## config.mk

```make
export PLATFORM = sky130hd
export DESIGN_NAME = ghost_mode_scheduler
export DESIGN_NICKNAME = d
export VERILOG_FILES = /design/src/rtl/ghost_mode_scheduler.sv
export SDC_FILE = /design/constraint.sdc
export NUM_CORES = 1
export LEC_CHECK = 0
export ABC_CLOCK_PERIOD_IN_PS = 2980
export CAP_MARGIN = 20
export CORE_MARGIN = 4
export CORE_UTILIZATION = 58
export DETAILED_ROUTE_END_ITERATION = 10
export PLACE_DENSITY = 0.94
export SETUP_SLACK_MARGIN = 0.05
export SLEW_MARGIN = 20
export SYNTH_ARGS = -nofsm -noshare
export SYNTH_HDL_FRONTEND = slang
export SYNTH_SLANG_ARGS = --single-unit
```

## constraint.sdc

```tcl
create_clock -name clk -period 2.98 [get_ports clk]
set_input_delay 0.894 -clock clk [delete_from_list [all_inputs] [get_ports clk]]
set_output_delay 0.894 -clock clk [all_outputs]
set_load 0.1 [all_outputs]
```

## src/rtl/ghost_mode_scheduler.sv

```systemverilog
// Global ghost mode sequencer: scatter/chase schedule, frightened
// window with end-of-fright flash, and ghost reversal pulses.
//
// Ports:
//   clk, reset       clock, asynchronous active-high reset
//   tick             one-cycle game-time pulse
//   enable           game running; low freezes timers, ignores pellets
//   levelStart       synchronous schedule restart (highest priority)
//   powerPellet      one-cycle pellet-eaten pulse
//   isChase          chase mode to ghosts
//   isScatter        scatter mode to ghosts
//   isFrightened     frightened mode
//   frightFlash      frightened-ending warning
//   reverseDir       one-cycle ghost reversal pulse
//   phaseIdx         current schedule phase 0..7
//   frightRemain     remaining frightened ticks
module ghost_mode_scheduler #(
    parameter int TIMER_W      = 8,
    parameter int SC1_TICKS    = 7,
    parameter int CH1_TICKS    = 20,
    parameter int SC2_TICKS    = 7,
    parameter int CH2_TICKS    = 20,
    parameter int SC3_TICKS    = 5,
    parameter int CH3_TICKS    = 20,
    parameter int SC4_TICKS    = 5,
    parameter int FRIGHT_TICKS = 6,
    parameter int FLASH_TICKS  = 2
) (
    input  logic               clk,
    input  logic               reset,
    input  logic               tick,
    input  logic               enable,
    input  logic               levelStart,
    input  logic               powerPellet,
    output logic               isChase,
    output logic               isScatter,
    output logic               isFrightened,
    output logic               frightFlash,
    output logic               reverseDir,
    output logic [2:0]         phaseIdx,
    output logic [TIMER_W-1:0] frightRemain
);

    localparam logic [2:0] LAST_PHASE = 3'd7;
    localparam logic [TIMER_W-1:0] FRIGHT_LEN = TIMER_W'(FRIGHT_TICKS);
    localparam logic [TIMER_W-1:0] FLASH_LEN  = TIMER_W'(FLASH_TICKS);
    localparam logic [TIMER_W-1:0] ONE        = TIMER_W'(1);

    // Length of each scheduled phase; phase 7 never counts.
    function automatic logic [TIMER_W-1:0] phase_len(input logic [2:0] p);
        logic [TIMER_W-1:0] len;
        len = '0;
        case (p)
            3'd0: len = TIMER_W'(SC1_TICKS);
            3'd1: len = TIMER_W'(CH1_TICKS);
            3'd2: len = TIMER_W'(SC2_TICKS);
            3'd3: len = TIMER_W'(CH2_TICKS);
            3'd4: len = TIMER_W'(SC3_TICKS);
            3'd5: len = TIMER_W'(CH3_TICKS);
            3'd6: len = TIMER_W'(SC4_TICKS);
            default: len = '0;
        endcase
        return len;
    endfunction

    logic [TIMER_W-1:0] phase_timer;
    logic [TIMER_W-1:0] timer_n;
    logic [TIMER_W-1:0] remain_n;
    logic [2:0]         phase_n;
    logic               fright_n;
    logic               rev_n;

    // A pellet outranks both fright countdown and phase expiry, so a
    // coincident expiry tick leaves the phase timer untouched and only
    // the pellet's reversal is issued.
    always_comb begin
        phase_n  = phaseIdx;
        timer_n  = phase_timer;
        remain_n = frightRemain;
        fright_n = isFrightened;
        rev_n    = 1'b0;
        if (enable) begin
            if (powerPellet) begin
                remain_n = FRIGHT_LEN;
                fright_n = (FRIGHT_TICKS != 0);
                rev_n    = 1'b1;
            end else if (isFrightened) begin
                if (tick) begin
                    if (frightRemain != '0)
                        remain_n = frightRemain - ONE;
                    if (frightRemain <= ONE)
                        fright_n = 1'b0;
                end
            end else if (tick && phaseIdx != LAST_PHASE) begin
                if (phase_timer <= ONE) begin
                    phase_n = phaseIdx + 3'd1;
                    timer_n = phase_len(phaseIdx + 3'd1);
                    rev_n   = 1'b1;
                end else begin
                    timer_n = phase_timer - ONE;
                end
            end
        end
    end

    always_ff @(posedge clk or posedge reset) begin
        if (reset) begin
            phaseIdx     <= '0;
            phase_timer  <= TIMER_W'(SC1_TICKS);
            isScatter    <= 1'b1;
            isChase      <= 1'b0;
            isFrightened <= 1'b0;
            frightRemain <= '0;
            frightFlash  <= 1'b0;
            reverseDir   <= 1'b0;
        end else if (levelStart) begin
            phaseIdx     <= '0;
            phase_timer  <= TIMER_W'(SC1_TICKS);
            isScatter    <= 1'b1;
            isChase      <= 1'b0;
            isFrightened <= 1'b0;
            frightRemain <= '0;
            frightFlash  <= 1'b0;
            reverseDir   <= 1'b0;
        end else begin
            phaseIdx     <= phase_n;
            phase_timer  <= timer_n;
            frightRemain <= remain_n;
            isFrightened <= fright_n;
            reverseDir   <= rev_n;
            isChase      <= !fright_n && phase_n[0];
            isScatter    <= !fright_n && !phase_n[0];
            frightFlash  <= fright_n && (remain_n <= FLASH_LEN)
                            && (remain_n != '0);
        end
    end

endmodule

```

==> flow_summary_export.csv <==
group,metric,value,unit
outcome,status,"completed",
setup_path,worstSetupPathType,"primary input to flop",
clock_tree,cts-buffers-inserted,3,
synth,syn_nets,212,
timing,max-slew-margin-rel,56.2,%
floorplan,start_util,61.2,%
setup_path,cpPeakStageDelay,580,ps
clock_tree,htree_num_levels,1,
power_and_ir_drop,p_sw,217,uW
final_layout,nets,238,
final_layout,finish.utilization,70.7,%
final_layout,syn_to_final_growth,15.6,%
setup_path,end_kind,"flop",
final_layout,multi_input_area,0.00102,mm2
timing,whs,531,ps
setup_path,r2r-end,"frightFlash$_DFF_PP0_",
timing,rsz0062_at_grt,"no",
timing,finalSetupTns,0,ps
detailed_routing,vias,1624,
global_routing,overflow,0,
power_and_ir_drop,comb_power_share,22.7,%
power_and_ir_drop,switching_share,32.2,%
setup_path,worstPathMaxFanout,7,
floorplan,die_h,62.2,um
global_routing,grt_pass1_vias,1531,
power_and_ir_drop,powerDensity,342,mW/mm2
detailed_routing,drc,0,
detailed_routing,wl,4140,um
detailed_routing,ant_nets,0,
power_and_ir_drop,power_frac_clock,25.9,%
clock_tree,cts_tree,"done",
timing,setup_viol,0,
clock_tree,post-cts-setup-buffers,0,
clock_tree,clk_latency,310,ps
floorplan,die_w,62.2,um
synth,async_flop_share,100,%
detailed_routing,first_pass_iters,4,
power_and_ir_drop,seqPwrFrac,51.4,%
final_layout,seq_area,606,um2
setup_path,worstPathCellList,"clkdlybuf4s50_1 -> nand2_1 -> o41ai_4 -> a211o_1 -> o311ai_1 -> nor4_2",
setup_path,reg2reg_slack,780,ps
detailed_routing,wire_per_inst,16.5,um
floorplan,ios,22,
clock_tree,cts_resized,0,
timing,skew,3.51,ps
final_layout,final_area,0.00197,mm2
global_routing,grt_pass1_wl,7290,um
synth,synth_edf_count,0,
placement,place_congestion,0.948,
timing,hold_violations,0,
power_and_ir_drop,peakVddDrop,0.360,mV
setup_path,crit_path_end,"frightFlash$_DFF_PP0_",
floorplan,rows,19,
setup_path,startpoint_type,"primary input",
global_routing,grt_max_degree,25,
synth,synth_flop_cell,"dfrtp_1",
synth,syn_area,0.00170,mm2
clock_tree,clockRootBuffer,"clkbuf_4",
global_routing,antenna_found_initial,0,
timing,fin_crit_sh,81.3,%
setup_path,worstSetupStartpoint,"tick",
synth,yosys_warnings,0,
global_routing,grtUsageTotal,22.2,%
detailed_routing,viasPerCell,6.47,
floorplan,core-area,0.00278,mm2
clock_tree,cts_hold_buf,0,
synth,ys_seq_area_share,35.6,%
setup_path,worstReg2RegStart,"frightRemain[0]$_DFF_PP0_",
synth,synth_cells,195,
power_and_ir_drop,cellLeakagePower,0.867,nW
timing,tightest_slew,651,ps
setup_path,ff2ff_path_depth,7,
setup_path,crit_slowest_cell,"clkdlybuf4s50_1",
final_layout,n_antenna_cell,0,
final_layout,drive_gt1_share,20.0,%
clock_tree,clockBufferDepth,2,
timing,fin_crit,2420,ps
synth,ys_seq_elements,24,
final_layout,fillers,212,
placement,port_buffers,21,
detailed_routing,drt_iter0_drc,128,
power_and_ir_drop,p_int,457,uW
run,drv_cap,0,
placement,placed_area,0.00193,mm2
setup_path,cp.required,3210,ps
synth,synth.avg_cell_area,8.73,um2
timing,timing_max_transition_violations_final,0,
timing,fmax,0.413,GHz
synth,synth_cell_type_count,56,
clock_tree,cts_sinks,24,
floorplan,die_area,0.00386,mm2
setup_path,critPathArrivalTime,2660,ps
placement,dp_hpwl,3080,um
hold_path,hp-class,"flop to flop",
clock_tree,clk_pin_slew,140,ps
-- how the worst min path moves through the flow --
stage | startpoint | endpoint | cells after the start | slack [ps]
3_3_place_gp | phase_timer[1]$_DFFE_PP1P_ | phase_timer[1]$_DFFE_PP1P_ | 2 | 500
5_1_grt | phase_timer[1]$_DFFE_PP1P_ | phase_timer[1]$_DFFE_PP1P_ | 2 | 560
2_1_floorplan | phase_timer[1]$_DFFE_PP1P_ | phase_timer[1]$_DFFE_PP1P_ | 2 | 480
3_5_place_dp | phase_timer[1]$_DFFE_PP1P_ | phase_timer[1]$_DFFE_PP1P_ | 2 | 510
4_1_cts | phase_timer[1]$_DFFE_PP1P_ | phase_timer[1]$_DFFE_PP1P_ | 2 | 530
6_report | phase_timer[1]$_DFFE_PP1P_ | phase_timer[1]$_DFFE_PP1P_ | 2 | 530
-- Yosys cell counts, drive strengths merged, types with 4 or more instances --
cell,number,area [um2]
a21oi,20,104
clkbuf,5,18.8
dfrtp,20,500
dfstp,4,105
ha,11,138
inv,10,37.5
nand2,15,56.3
nand3,5,25.0
nor2,20,75.1
nor3,10,55.1
nor3b,4,30.0
o21ai,13,65.1
-- cell usage in the layout (no fill, tap or decap), types with 2 or more instances in the layout --
master / instances
nor2_1: 20
dfrtp_1: 20
mux2i_1: 3
o21ai_0: 12
nand3_1: 5
or4_4: 2
clkbuf_4: 3
and3b_1: 2
and2_1: 2
clkdlybuf4s50_1: 5
nor3b_1: 4
dfstp_2: 4
o211ai_1: 3
inv_1: 10
a211o_1: 2
nand2b_1: 3
nand2_1: 15
buf_4: 24
or2_2: 2
nor4_1: 2
ha_1: 11
a211oi_1: 2
nor2b_1: 3
o41ai_1: 2
nor3_1: 9
a21oi_1: 19
-- cell families after synthesis --
logic type,count (synthesis),share of synthesized area [%]
AND/OR/NAND/NOR,81,26.7
AO/OA/AOI/OAI,56,22.3
flip-flops,24,35.6
buffers and inverters,18,4.56
adder cells (fa/ha/maj),11,8.09
multiplexers,3,1.76
XOR/XNOR,2,1.03
-- registers in the layout (all words and copies together) (netlist names) --
signal        count
isScatter         1
reverseDir        1
phaseIdx          3
frightFlash       1
phase_timer       8
frightRemain      8
isFrightened      1
isChase           1
-- power groups by stage --
stage,Sequential [mW],Combinational (mW),Clock (mW)
2_1_floorplan,0.389,0.0702,0
3_3_place_gp,0.351,0.149,0
3_5_place_dp,0.352,0.151,0
4_1_cts,0.346,0.152,0.177
5_1_grt,0.348,0.164,0.195
6_report,0.346,0.153,0.175
-- final cells by class --
class                           instances  area share (%)
Sequential cell                        24            30.8
Timing Repair Buffer                   29            11.7
Inverter                               10            1.91
Tap cell                               31            1.97
Clock buffer                            4            1.84
Multi-Input combinational cell        153            51.8
-- critical path: cells and delay by family --
kind / cells / cell delay (ps)
buf+inv: 1 / 580
simple gates: 2 / 450
compound gates: 3 / 720
-- layer usage --
metal  wire (um)  global-route usage (%)  vias up  part of all wire [%]
li1            -                       -      759                     -
met1        1830                    32.9      772                    44
met2        1890                    33.5       89                    46
met3         384                    2.70        4                   9.3
met4          38                    6.78        0                  0.92
met5           0                       0        -                     0
-- stage by stage --
step | total power [mW] | instances | setup WS, ps
final | 0.674 | 251 | 557
after detailed placement | 0.503 | 247 | 216
after CTS | 0.674 | 251 | 567
after floorplan | 0.459 | 195 | 305
after global routing | 0.707 | 251 | 404
after global placement | 0.500 | 247 | 295
(Power assumes the default switching activity.)
